### src/rtl/wb_cmd_master.sv
// ---------------------------------------------------------------------------
// wb_cmd_master
//
// Turns single commands from a valid/ready request channel into Wishbone
// classic single transfers, and returns the outcome on a valid/ready response
// channel. Only one transfer is in flight at a time. The FSM is
// IDLE -> BUS -> RESP -> IDLE.
//
// Optional feature: define WB_CMD_MASTER_TIMEOUT_EN to build a 16-bit wait
// counter. It aborts a bus cycle that has gone TIMEOUT cycles without
// wbm_ack_i and reports rsp_err = 1. Without the macro the block waits
// forever for ack, and rsp_err is tied low.
//
// Parameters
//   TIMEOUT     bus cycles to wait for ack before aborting (1..65535).
//               Used only when WB_CMD_MASTER_TIMEOUT_EN is defined.
//
// Ports
//   wb_clk_i    clock, all logic on the rising edge
//   wb_rst_ni   asynchronous active-low reset, released synchronously
//   cmd_*       command channel: valid/ready, we, sel[3:0], adr[31:0], dat[31:0]
//   rsp_*       response channel: valid/ready, dat[31:0], err
//   wbm_*       Wishbone classic initiator: cyc, stb, we, sel, adr, dat out;
//               ack and dat in
// ---------------------------------------------------------------------------
module wb_cmd_master #(
    parameter int TIMEOUT = 256
) (
    input  logic        wb_clk_i,
    input  logic        wb_rst_ni,

    input  logic        cmd_valid,
    output logic        cmd_ready,
    input  logic        cmd_we,
    input  logic [3:0]  cmd_sel,
    input  logic [31:0] cmd_adr,
    input  logic [31:0] cmd_dat,

    output logic        rsp_valid,
    input  logic        rsp_ready,
    output logic [31:0] rsp_dat,
    output logic        rsp_err,

    output logic        wbm_cyc_o,
    output logic        wbm_stb_o,
    output logic        wbm_we_o,
    output logic [3:0]  wbm_sel_o,
    output logic [31:0] wbm_adr_o,
    output logic [31:0] wbm_dat_o,
    input  logic        wbm_ack_i,
    input  logic [31:0] wbm_dat_i
);

    typedef enum logic [1:0] {
        IDLE = 2'd0,
        BUS  = 2'd1,
        RESP = 2'd2
    } state_t;

    state_t      state_reg, state_next;

    // cyc and stb always move together, so one flop drives both.
    // This means stb can never be high without cyc.
    logic        cyc_reg, cyc_next;
    logic        we_reg, we_next;
    logic [3:0]  sel_reg, sel_next;
    logic [31:0] adr_reg, adr_next;
    logic [31:0] dat_reg, dat_next;

    logic        rsp_valid_reg, rsp_valid_next;
    logic [31:0] rsp_dat_reg, rsp_dat_next;

`ifdef WB_CMD_MASTER_TIMEOUT_EN
    localparam logic [15:0] TIMEOUT_LAST = 16'(TIMEOUT - 1);

    logic [15:0] wait_cnt_reg, wait_cnt_next;
    logic        rsp_err_reg, rsp_err_next;
`else
    // TIMEOUT has no effect in this build.
    logic [15:0] unused_timeout;
    assign unused_timeout = 16'(TIMEOUT);
`endif

    // ------------------------------------------------------------------
    // State and datapath registers
    // ------------------------------------------------------------------
    always_ff @(posedge wb_clk_i or negedge wb_rst_ni) begin
        if (!wb_rst_ni) begin
            state_reg     <= IDLE;
            cyc_reg       <= 1'b0;
            we_reg        <= 1'b0;
            sel_reg       <= 4'd0;
            adr_reg       <= 32'd0;
            dat_reg       <= 32'd0;
            rsp_valid_reg <= 1'b0;
            rsp_dat_reg   <= 32'd0;
`ifdef WB_CMD_MASTER_TIMEOUT_EN
            wait_cnt_reg  <= 16'd0;
            rsp_err_reg   <= 1'b0;
`endif
        end else begin
            state_reg     <= state_next;
            cyc_reg       <= cyc_next;
            we_reg        <= we_next;
            sel_reg       <= sel_next;
            adr_reg       <= adr_next;
            dat_reg       <= dat_next;
            rsp_valid_reg <= rsp_valid_next;
            rsp_dat_reg   <= rsp_dat_next;
`ifdef WB_CMD_MASTER_TIMEOUT_EN
            wait_cnt_reg  <= wait_cnt_next;
            rsp_err_reg   <= rsp_err_next;
`endif
        end
    end

    // ------------------------------------------------------------------
    // Next-state and next-output logic
    // ------------------------------------------------------------------
    always_comb begin
        state_next     = state_reg;
        cyc_next       = cyc_reg;
        we_next        = we_reg;
        sel_next       = sel_reg;
        adr_next       = adr_reg;
        dat_next       = dat_reg;
        rsp_valid_next = rsp_valid_reg;
        rsp_dat_next   = rsp_dat_reg;
`ifdef WB_CMD_MASTER_TIMEOUT_EN
        wait_cnt_next  = wait_cnt_reg;
        rsp_err_next   = rsp_err_reg;
`endif

        unique case (state_reg)
            IDLE: begin
                // cmd_ready is high throughout IDLE once out of reset,
                // so cmd_valid alone means a handshake.
                if (cmd_valid) begin
                    state_next = BUS;
                    cyc_next   = 1'b1;
                    we_next    = cmd_we;
                    sel_next   = cmd_sel;
                    adr_next   = cmd_adr;
                    dat_next   = cmd_dat;
`ifdef WB_CMD_MASTER_TIMEOUT_EN
                    wait_cnt_next = 16'd0;
`endif
                end
            end

            BUS: begin
                // Ack is checked first, so an ack on the final wait cycle
                // still completes without error.
                if (wbm_ack_i) begin
                    state_next     = RESP;
                    cyc_next       = 1'b0;
                    rsp_valid_next = 1'b1;
                    rsp_dat_next   = we_reg ? 32'd0 : wbm_dat_i;
`ifdef WB_CMD_MASTER_TIMEOUT_EN
                    rsp_err_next   = 1'b0;
                end else if (wait_cnt_reg == TIMEOUT_LAST) begin
                    state_next     = RESP;
                    cyc_next       = 1'b0;
                    rsp_valid_next = 1'b1;
                    rsp_dat_next   = 32'd0;
                    rsp_err_next   = 1'b1;
                end else begin
                    wait_cnt_next  = wait_cnt_reg + 16'd1;
`endif
                end
            end

            RESP: begin
                if (rsp_ready) begin
                    state_next     = IDLE;
                    rsp_valid_next = 1'b0;
                    rsp_dat_next   = 32'd0;
`ifdef WB_CMD_MASTER_TIMEOUT_EN
                    rsp_err_next   = 1'b0;
`endif
                end
            end

            default: begin
                state_next = IDLE;
                cyc_next   = 1'b0;
            end
        endcase
    end

    // ------------------------------------------------------------------
    // Outputs
    // ------------------------------------------------------------------
    // Gating with the reset pin holds cmd_ready low during reset. It rises
    // in the first cycle after release.
    assign cmd_ready = (state_reg == IDLE) && wb_rst_ni;

    assign wbm_cyc_o = cyc_reg;
    assign wbm_stb_o = cyc_reg;
    assign wbm_we_o  = we_reg;
    assign wbm_sel_o = sel_reg;
    assign wbm_adr_o = adr_reg;
    assign wbm_dat_o = dat_reg;

    assign rsp_valid = rsp_valid_reg;
    assign rsp_dat   = rsp_dat_reg;
`ifdef WB_CMD_MASTER_TIMEOUT_EN
    assign rsp_err   = rsp_err_reg;
`else
    assign rsp_err   = 1'b0;
`endif

endmodule

### config.mk
export PLATFORM = sky130hd
export DESIGN_NAME = wb_cmd_master
export DESIGN_NICKNAME = d
export VERILOG_FILES = /design/src/rtl/wb_cmd_master.sv
export SDC_FILE = /design/constraint.sdc
export NUM_CORES = 1
export LEC_CHECK = 0
export BUFFER_PORTS_ARGS = -buffer_cell sky130_fd_sc_hd__buf_2
export CORE_AREA = 2 2 103 105
export CTS_BUF_LIST = sky130_fd_sc_hd__clkbuf_4 sky130_fd_sc_hd__clkbuf_8
export CTS_CLUSTER_DIAMETER = 100
export DETAILED_ROUTE_END_ITERATION = 16
export DIE_AREA = 0 0 105 107
export PLACE_DENSITY = 0.77
export SLEW_MARGIN = 20
export SYNTH_ARGS = -nofsm -noshare
export SYNTH_HDL_FRONTEND = slang
export SYNTH_SLANG_ARGS = --single-unit
### constraint.sdc
create_clock -name wb_clk_i -period 1.5 [get_ports wb_clk_i]
set_input_delay 0.3 -clock wb_clk_i [delete_from_list [all_inputs] [get_ports wb_clk_i]]
set_output_delay 0.3 -clock wb_clk_i [all_outputs]
set_load 0.005 [all_outputs]
After elaboration in Yosys (flattened, before gate mapping)

Index checks and enable logic that the tools add are counted.

Output and inout port bits: 106
Bits of input ports: 106
Flip-flop bits (word level): 105

Bitwise gates (word level): 1
Equal/unequal tests: 5
Reduce and logical (&&, ||, !) cells: 7
Mux-type cells: 14

Operator list:

| operator                                      | number |
|---|---|
| 2-to-1 mux 32 bit                             | 3 |
| one-hot mux 32 bit (2 select lines)           | 1 |
| AND reduction 3 bit                           | 3 |
| 2-to-1 mux 2 bit                              | 3 |
| != test 2 bit, second input constant          | 3 |
| one-hot mux 2 bit (3 select lines)            | 1 |
| 2-to-1 mux 1 bit                              | 4 |
| one-hot mux 1 bit (3 select lines)            | 1 |
| == test 2 x 1 -> 1 bit, second input constant | 1 |
| == test 2 bit, second input constant          | 1 |
| logical NOT 2 bit                             | 1 |
| one-hot mux 1 bit (2 select lines)            | 1 |
| AND reduction 2 bit                           | 1 |
| nonzero test 2 bit                            | 1 |
| logical AND 1 bit                             | 1 |
| NOT 1 bit                                     | 1 |

Longest topological paths before layout

Gate-level depths: netlist (run 1).

Word-level depth: 3
Depth in mapped cells: 5
Depth with buffers taken out: 3

Least setup slack after synthesis (run 1)

Ideal clock, no wire load.

Path type: reg2reg
Start point: reg state_reg[1]
End point: reg adr_reg[10] (netlist: wbm_adr_o[10])
Path buffers: 2
Clock period less this slack: 1471 ps
Required time: 1373 ps
Arrival time: 1343 ps
Setup time: 127 ps
Stages on the path, launching flop included: 5
Slack: 29 ps
Path through: dfrtp_1 nor3b_2 buf_4 buf_6 mux2_1

Cells in the longest elaborated chain, start to end: 2

Ends and longest elaborated chain:

| item                          | line | source |
|---|---|---|
| from (decl)                   | 60   | `state_t state_reg, state_next;` |
| from (signal assigned)        | 102  | `state_reg <= state_next;` |
| logical NOT 2 bit             | 134  | `unique case (state_reg)` |
| AND reduction 2 bit (no line) | --   |  |
| to (signal assigned)          | 106  | `adr_reg <= adr_next;` |
| to (decl)                     | 67   | `logic [31:0] adr_reg, adr_next;` |

No other way between the ends.
A chain may end at the register's enable or synchronous reset.

Final worst setup path (run 1)

Start point: reg state_reg[0]
End point: reg sel_reg[0] (netlist: wbm_sel_o[0])

Cells in the longest elaborated chain, start to end: 2

Ends and longest elaborated chain:

| item                          | line | source |
|---|---|---|
| logical NOT 2 bit             | 134  |  |
| AND reduction 2 bit (no line) | --   |  |
| to (signal assigned)          | 105  | `sel_reg <= sel_next;` |
| to (decl)                     | 66   | `logic [3:0] sel_reg, sel_next;` |

No other way between the ends.

==> results.cfg, run 1 <==
[outcome]
outcome = complete, but fails checks
violations = hold timing, setup timing

[flow_run]
drv_cap = 0

[synth]
yosysTopAreaCell = dfrtp_1
synthTopCellsByCount = dfrtp_1, mux2_2, inv_1, nand4b_1, o21ai_1
ys_seq_area_frac = 0.627
syn_avg_cell_area_um2 = 13.4
ys_ff_latch = 105
ys_top_cells_by_area = dfrtp_1, mux2_2, nand4b_1, o21ai_1, inv_1
synth_warnings = 0
synth_nets = 418
async_flop_share = 1.00
synth_top_flop_cell = dfrtp_1
syn_area_um2 = 4190
ys_types = 23
synth.most_common_cell = dfrtp_1
syn_inst = 312
synth_edf_count = 0
synth_top_area_share = 0.627

[clocking]
cts_tree = built
h-tree-depth = 3
clock_latency_ns = 0.35
clockBufferDepth = 2
root_buffer = clkbuf_8
cts_sinks = 105
numCtsBuffers = 9
clkTransAtPathRegs_ns = 0.09

[setup_path]
crit_arrival_ns = 1.82
end_kind = flip-flop
critPathRequiredTime_ns = 1.74
start_kind = flip-flop
critPathKind = reg2reg
worstPathMaxFanout = 9

[grt]
grt_overflow = 0
first_global_vias = 3254
grt_pass1_wl_mm = 15.3
antenna_found_initial = 0
track_usage = 0.170
grt_max_degree = 106

[power]
internal_power_w = 0.00731
power.leakage_nw = 2.94
swShare = 0.316
seqPwrFrac = 0.451
p_per_area_nw_per_um2 = 1820
power.switching_w = 0.00337
comb_power_share = 0.401
p_clk_frac = 0.148
ir_drop_mv = 0.906

[floorplanning]
die_area_um2 = 11200
design.core.area_um2 = 10100
io_pins = 212
die_w_um = 105
row_count = 37
die_h_um = 107
start_util = 0.415

[sta]
min_period_ns = 1.58
setup_ws_ns = -0.0831
rsz0062_at_grt = yes
tightest_slew_ns = 0.591
hold_viol = 13
period_share = 1.06
setup_viol = 70
whs_ns = -0.0189
slew_violations = 0
fin_worst_skew_ns = 0.00609
relSlewSlack = 0.606
max_freq_mhz = 632

[route]
vias = 3257
dr.pass1.iters = 4
route.detailed.drc = 0
drtIter0Drc = 85
avgRoutedWirePerCell_um = 15.5
wl_mm = 10.3
vias_per_cell = 4.88
drtAntennaViolNets = 0

[placed_design]
port_buffers = 210
hpwl_mm = 6.81
place.gp.congestion = 0.786
pre_cts_slack_ns = 0.00184

[min_path]
min_path_type = in2async

[layout]
fin_nets = 633
drive_gt1_frac = 0.580
diodes = 0
area_delta_synth_final_pct = 40.4
worst paths after layout:
check / start / end / slack [ns] / cells past startpoint
min reg2reg: wbm_adr_o[14]$_DFFE_PN0P_ / wbm_adr_o[14]$_DFFE_PN0P_ / 0.49 / 1
max reg2reg: state_reg[0]$_DFFE_PN0P_ / wbm_sel_o[0]$_DFFE_PN0P_ / -0.08 / 5
min: wb_rst_ni / rsp_valid$_DFFE_PN0P_ / -0.02 / 2
max: state_reg[0]$_DFFE_PN0P_ / wbm_sel_o[0]$_DFFE_PN0P_ / -0.08 / 5
min in group wb_clk_i: rsp_ready / state_reg[1]$_DFFE_PN0P_ / 0.15 / 2
max in group asynchronous: wb_rst_ni / rsp_dat[23]$_DFFE_PN0P_ / 1.02 / 2
placed cells by master, fill, tap and decap left out, types with 2 or more instances in the layout:
master     synthesis  layout
a21oi_1            2       2
buf_12             0       5
buf_16             0       2
buf_2             10     209
buf_4              3       5
buf_6              1       2
clkbuf_16          0       4
clkbuf_4           0       2
clkbuf_8           0      10
clkinv_2           0       2
dfrtp_1          105     105
inv_1             34      34
mux2_1            10       6
mux2_2            59      37
mux2_4             0      26
nand2_1            2       2
nand4b_1          32      32
nor2_1             3       3
o21ai_0            3       3
o21ai_1           30      30
metrics by stage:
step / instances / cell area [um^2] / power [W] / setup TNS, ns / utilization
finish: 667 / 5890 / 0.0107 / -3.74 / 0.583
global route: 667 / 5890 / 0.0114 / -6.87 / 0.583
CTS: 662 / 5690 / 0.0105 / -3.04 / 0.564
detailed placement: 644 / 5420 / 0.00868 / 0 / 0.537
global placement: 644 / 5420 / 0.00849 / 0 / 0.537
floorplan: 312 / 4190 / 0.00669 / 0 / -
power by group through the flow:
stage | Combinational, W | Sequential (W) | Clock, W
floorplan | 0.00175 | 0.00494 | 0
global placement | 0.00371 | 0.00478 | 0
detailed placement | 0.00383 | 0.00485 | 0
CTS | 0.00401 | 0.00482 | 0.00164
global route | 0.00465 | 0.00500 | 0.00175
finish | 0.00429 | 0.00482 | 0.00158
critical path, stage by stage (launching register included):
cell and delay (ns):
dfrtp_1 0.42, buf_4 0.15, nor3b_4 0.20, buf_12 0.19
clkbuf_16 0.18, mux2_2 0.33
repair_timing:
action,in CTS,in global routing
cloned,1,5
hold buffers,0,0
gates resized for setup,15,21
setup buffers,2,0
endpoints found under the hold margin,0,0
pin swaps,1,0
endpoints found under the setup margin,3,72
layout make-up:
cell class / instances / area [um^2]
Fill cell: 888 / 4210
Sequential cell: 105 / 2630
Multi-Input combinational cell: 150 / 1430
Timing Repair Buffer: 227 / 1360
Tap cell: 136 / 170
Clock buffer: 12 / 153
Inverter: 34 / 128
Clock inverter: 3 / 17.5
kinds of logic after synthesis:
logic type             count (synthesis)  share of synthesized area
other                                  1                   0.000895
and+or+nand+nor                       42                     0.0803
muxes                                 70                      0.188
DFF                                  105                      0.627
AOI/OAI and AO/OA                     37                     0.0457
buffers and inverters                 57                     0.0585
per-layer routing:
| layer | track usage | wire length (um) |
|---|---|---|
| met1 | 0.211 | 4230 |
| met3 | 0.0571 | 759 |
| met5 | 0 | 0 |
| met4 | 0.0638 | 211 |
| met2 | 0.277 | 5140 |
Note: power is estimated with default switching activity, not from simulation.
==> run 2, diff against run 1 <==
--- a/config.mk
+++ b/config.mk
@@ -6,12 +6,12 @@
 export NUM_CORES = 1
 export LEC_CHECK = 0
 export BUFFER_PORTS_ARGS = -buffer_cell sky130_fd_sc_hd__buf_2
-export CORE_AREA = 2 2 103 105
+export CORE_AREA = 2 2 106 108
 export CTS_BUF_LIST = sky130_fd_sc_hd__clkbuf_4 sky130_fd_sc_hd__clkbuf_8
 export CTS_CLUSTER_DIAMETER = 100
 export DETAILED_ROUTE_END_ITERATION = 16
-export DIE_AREA = 0 0 105 107
-export PLACE_DENSITY = 0.77
+export DIE_AREA = 0 0 108 110
+export PLACE_DENSITY = 0.73
 export SLEW_MARGIN = 20
 export SYNTH_ARGS = -nofsm -noshare
 export SYNTH_HDL_FRONTEND = slang
==> run 2 against run 1 <==
Effect of this change: the flow finishes with violations (setup timing); non-clock buffer count is 3 higher; clock skew increased by 0.0064 ns; register-to-register slack better by 0.07 ns; die area increased by 5.7%; worst hold slack gained 0.029 ns; first-iteration DRC count rose by 82%; utilization shrank 1.9 points; final cell count up 1.2%; critical path type is now reg2out.
==> results.cfg, run 2 (synthesis gave the netlist of run 1 again) <==
[outcome]
outcome = complete, but fails checks
violations = setup timing

[setup_path]
reg2reg_from = state_reg[0]$_DFFE_PN0P_
crit_slowest_cell = dfrtp_1
r2r_end = wbm_adr_o[5]$_DFFE_PN0P_
worstPathMaxFanout = 5
cp_cell_sequence = buf_6 -> nor3b_2 -> buf_2
cpPeakStageDelay_ns = 0.43
end_kind = primary output
start_kind = flip-flop
crit_arrival_ns = 1.21
ff2ff_path_depth = 4
r2r_setup_slack_ns = -0.01
critPathRequiredTime_ns = 1.20
critPathKind = reg2out

[route]
vias_per_cell = 4.85
avgRoutedWirePerCell_um = 16.5
vias = 3272
drtAntennaViolNets = 0
dr.pass1.iters = 4
drtIter0Drc = 155
route.detailed.drc = 0
wl_mm = 11.1

[layout]
fin_util = 0.565
mostFrequentLayoutCells = buf_2, dfrtp_1, mux2_4, inv_1
fin_nets = 636
fin_cells = 675
drive_gt1_frac = 0.587
layout_commonest_cell = buf_2
area_delta_synth_final_pct = 44.1
diodes = 0

[power]
ir_drop_mv = 0.743
power.total_w = 0.0112
p_per_area_nw_per_um2 = 1860
power.leakage_nw = 3.06

[sta]
setup_ws_ns = -0.0118
period_share = 1.01
min_period_ns = 1.51
rsz0062_at_grt = yes
setup_viol = 3
fin_worst_skew_ns = 0.0125
slew_violations = 0
relSlewSlack = 0.629
tightest_slew_ns = 0.556
hold_viol = 0
max_freq_mhz = 661

[placed_design]
pre_cts_slack_ns = 0.0168
hpwl_mm = 6.96
place.gp.congestion = 0.755
place_inst = 648
port_buffers = 210

[clocking]
cts_sinks = 105
clock_latency_ns = 0.35
cts_tree = built
root_buffer = clkbuf_8
numCtsBuffers = 9
h-tree-depth = 3
clkTransAtPathRegs_ns = 0.10
clockBufferDepth = 2
hold_buffers = 0

[floorplanning]
die_w_um = 108
io_pins = 212
design.core.area_um2 = 10700
start_util = 0.392
row_count = 38
die_area_um2 = 11900
die_h_um = 110

[grt]
antenna_found_initial = 0
grt_max_degree = 106
use_met1 = 0.204
use_met3 = 0.0464
grt_busiest_layer = met2
grt_overflow = 0
grt_pass1_wl_mm = 15.6
first_global_vias = 3247
use_met2 = 0.290
track_usage = 0.168

[flow_run]
drv_cap = 0

[min_path]
min_path_type = in2async
==> run 2: cell types whose count changed in the layout (fill, tap and decap cells not counted), moves of 2 or more <==
cell     before  now
mux2_2       37   17
dfrtp_2       0    2
o21ai_0       3    1
o21ai_1      30   32
dfrtp_1     105  103
mux2_4       26   45
==> run 2: layout make-up <==
class | count | area [um^2]
clock buffers | 13 | 160
clock inverters | 3 | 40.0
fillers | 901 | 4660
inverters | 34 | 128
multi-input cells | 150 | 1500
flip-flops and latches | 105 | 2630
well taps | 140 | 175
repair buffers | 230 | 1410
==> run 2: timing repair <==
| item | 4_1_cts | 5_1_grt |
|---|---|---|
| endpoints found under the hold margin | 0 | 0 |
| setup endpoints to repair | 6 | 48 |
| buffers inserted | 3 | 1 |
| gates resized for setup | 7 | 50 |
| gates cloned | 2 | 5 |
| pin swaps | 1 | 1 |
==> run 2: per-layer routing <==
metal	part of all wire	routed length [um]
met1	0.43	4730
met5	0	0
met2	0.50	5550
met4	0.011	119
met3	0.063	705
==> run 2: worst max-delay path: cells and delay by family (launching register included) <==
kind | cells | cell delay, ns
flops | 1 | 0.43
simple gates | 1 | 0.15
buf+inv | 2 | 0.28
==> run 2: worst max-delay path by stage <==
stage | startpoint | endpoint | slack [ns]
after global routing | state_reg[0]$_DFFE_PN0P_ | cmd_ready | -0.07
final | state_reg[1]$_DFFE_PN0P_ | cmd_ready | -0.01
after global placement | cmd_valid | wbm_dat_o[28]$_DFFE_PN0P_ | 0.03
after detailed placement | state_reg[0]$_DFFE_PN0P_ | wbm_dat_o[28]$_DFFE_PN0P_ | 0.02
after CTS | state_reg[0]$_DFFE_PN0P_ | cmd_ready | -0.06
after floorplan | state_reg[1]$_DFFE_PN0P_ | wbm_adr_o[10]$_DFFE_PN0P_ | 0.03
==> run 2: where the power goes <==
part           leakage (nW)  total, W  switching, W  internal [W]
Sequential             1.28   0.00487      0.000748       0.00412
Combinational          1.68   0.00455       0.00181       0.00274
Clock                 0.108   0.00180      0.000933      0.000872
==> run 2: through the flow <==
stage	cell area (um^2)	setup TNS [ns]	hold slack [ns]
CTS	5740	-0.406	0.0333
global placement	5440	0	0.423
floorplan	4190	0	0.00441
global route	6040	-0.959	0.0361
detailed placement	5440	0	0.437
finish	6040	-0.0218	0.00977
==> run 3, diff against run 2 <==
--- a/config.mk
+++ b/config.mk
@@ -11,6 +11,7 @@
 export CTS_CLUSTER_DIAMETER = 100
 export DETAILED_ROUTE_END_ITERATION = 16
 export DIE_AREA = 0 0 108 110
+export HOLD_SLACK_MARGIN = 0.06
 export PLACE_DENSITY = 0.73
 export SLEW_MARGIN = 20
 export SYNTH_ARGS = -nofsm -noshare
==> constraint.sdc (replaced) <==
create_clock -name wb_clk_i -period 1.5 [get_ports wb_clk_i]
set_input_delay 0.225 -clock wb_clk_i [delete_from_list [all_inputs] [get_ports wb_clk_i]]
set_output_delay 0.225 -clock wb_clk_i [all_outputs]
set_load 0.005 [all_outputs]
==> run 3 against run 2 <==
Effect of this change: the flow still finishes with violations (setup timing); sequential share of layout area down 0.73 points; die area is the same; global-route usage is 1.1 points higher; combinational power is essentially flat.
==> results.cfg, run 3 (synthesis gave the netlist of run 1 again) <==
[outcome]
outcome = complete, but fails checks
violations = setup timing

[setup_path]
cpPeakStageDelay_ns = 0.43
r2r_end = wbm_dat_o[2]$_DFFE_PN0P_
r2r_setup_slack_ns = -0.09
critPathTopFamily = buffers and inverters
crit_buf_inv = 3
end_kind = flip-flop
crit_arrival_ns = 1.85
crit_slowest_cell = dfrtp_1
critPathKind = reg2reg
cp_cell_sequence = buf_4 -> nor3b_4 -> buf_6 -> buf_12 -> mux2_2
start_kind = flip-flop
ff2ff_path_depth = 5
reg2reg_from = state_reg[0]$_DFFE_PN0P_
worstPathMaxFanout = 19
critPathRequiredTime_ns = 1.76

[sta]
hold_viol = 0
rsz0062_at_grt = yes
fin_worst_skew_ns = 0.00924
slew_violations = 0
min_period_ns = 1.59
setup_viol = 70
setup_tns_ns = -3.35
period_share = 1.06
whs_ns = 0.0775
relSlewSlack = 0.615
setup_ws_ns = -0.0871
tightest_slew_ns = 0.578
max_freq_mhz = 630

[layout]
fin_nets = 650
register_area_um2 = 2630
mostFrequentLayoutCells = buf_2, dfrtp_1, inv_1, mux2_4, nand4b_1
drive_gt1_frac = 0.568
multi_input_area_um2 = 1450
diodes = 0
fin_util = 0.574
layout_commonest_cell = buf_2
nFillCells = 896
area_delta_synth_final_pct = 46.4

[floorplanning]
die_w_um = 108
start_util = 0.392
row_count = 38
die_area_um2 = 11900
design.core.area_um2 = 10700
io_pins = 212
die_h_um = 110

[clocking]
cts_tree = built
clock_latency_ns = 0.37
h-tree-depth = 3
clkTransAtPathRegs_ns = 0.10
clockBufferDepth = 2
root_buffer = clkbuf_8
numCtsBuffers = 9
cts_sinks = 105

[placed_design]
pre_cts_slack_ns = 0.0320
port_buffers = 210
place.gp.congestion = 0.739
hpwl_mm = 6.85

[grt]
grt_pass1_wl_mm = 16.4
grt_busiest_layer = met2
antenna_found_initial = 0
use_met2 = 0.295
use_met3 = 0.0376
use_met1 = 0.226
first_global_vias = 3364
track_usage = 0.179
grt_overflow = 0
grt_max_degree = 106

[power]
p_per_area_nw_per_um2 = 1830
ir_drop_mv = 0.817
power.leakage_nw = 3.07

[route]
drtAntennaViolNets = 0
vias = 3297
wl_mm = 11.1
avgRoutedWirePerCell_um = 16.1
dr.pass1.iters = 4
drtIter0Drc = 234
route.detailed.drc = 0
vias_per_cell = 4.79

[min_path]
min_path_type = in2reg
hold_path_end = wbm_dat_o[26]$_DFFE_PN0P_
min_from = cmd_dat[26]
hold_depth = 2

[flow_run]
drv_cap = 0
-- run 3: through the flow --
step | std cells | power (W) | cell area [um^2]
final | 689 | 0.0112 | 6140
after CTS | 687 | 0.0110 | 5980
after detailed placement | 648 | 0.00868 | 5430
after global placement | 648 | 0.00852 | 5430
after global routing | 689 | 0.0119 | 6140
after floorplan | 312 | 0.00669 | 4190
-- run 3: per-layer routing --
layer  up-vias  part of all wire
li1       1531                 -
met1      1609              0.42
met2       138              0.50
met3        19             0.065
met4         0             0.021
met5         -                 0
-- run 3: worst max-delay path by stage --
stage / cells after the start / start / slack, ns / to
after detailed placement: 3 / state_reg[0]$_DFFE_PN0P_ / 0.03 / wbm_dat_o[11]$_DFFE_PN0P_
after global placement: 3 / state_reg[0]$_DFFE_PN0P_ / 0.06 / wbm_dat_o[28]$_DFFE_PN0P_
after global routing: 5 / state_reg[0]$_DFFE_PN0P_ / -0.15 / wbm_dat_o[7]$_DFFE_PN0P_
after CTS: 4 / state_reg[0]$_DFFE_PN0P_ / -0.08 / cmd_ready
after floorplan: 4 / state_reg[1]$_DFFE_PN0P_ / 0.03 / wbm_adr_o[10]$_DFFE_PN0P_
final: 5 / state_reg[0]$_DFFE_PN0P_ / -0.09 / wbm_dat_o[2]$_DFFE_PN0P_
-- run 3: power breakdown --
group          switching, W  total, W  leakage, nW  internal [W]
sequential         0.000694   0.00481         1.28       0.00412
combinational       0.00185   0.00456         1.69       0.00271
clock              0.000959   0.00184        0.106      0.000883
total               0.00351    0.0112         3.07       0.00771
-- run 3: cell type report --
cell class                 count  area share
clock buffer                  12      0.0259
clock inverter                 4     0.00836
inverter                      34      0.0208
multi-input combinational    150       0.237
sequential                   105       0.428
tap                          140      0.0285
timing repair buffer         244       0.252
-- run 3: what timing repair did --
item	CTS	global route
setup buffers	7	0
pin swaps	2	0
endpoints found under the setup margin	1	102
gates cloned	4	1
endpoints found under the hold margin	116	1
gates resized for setup	15	32
hold buffers	12	1
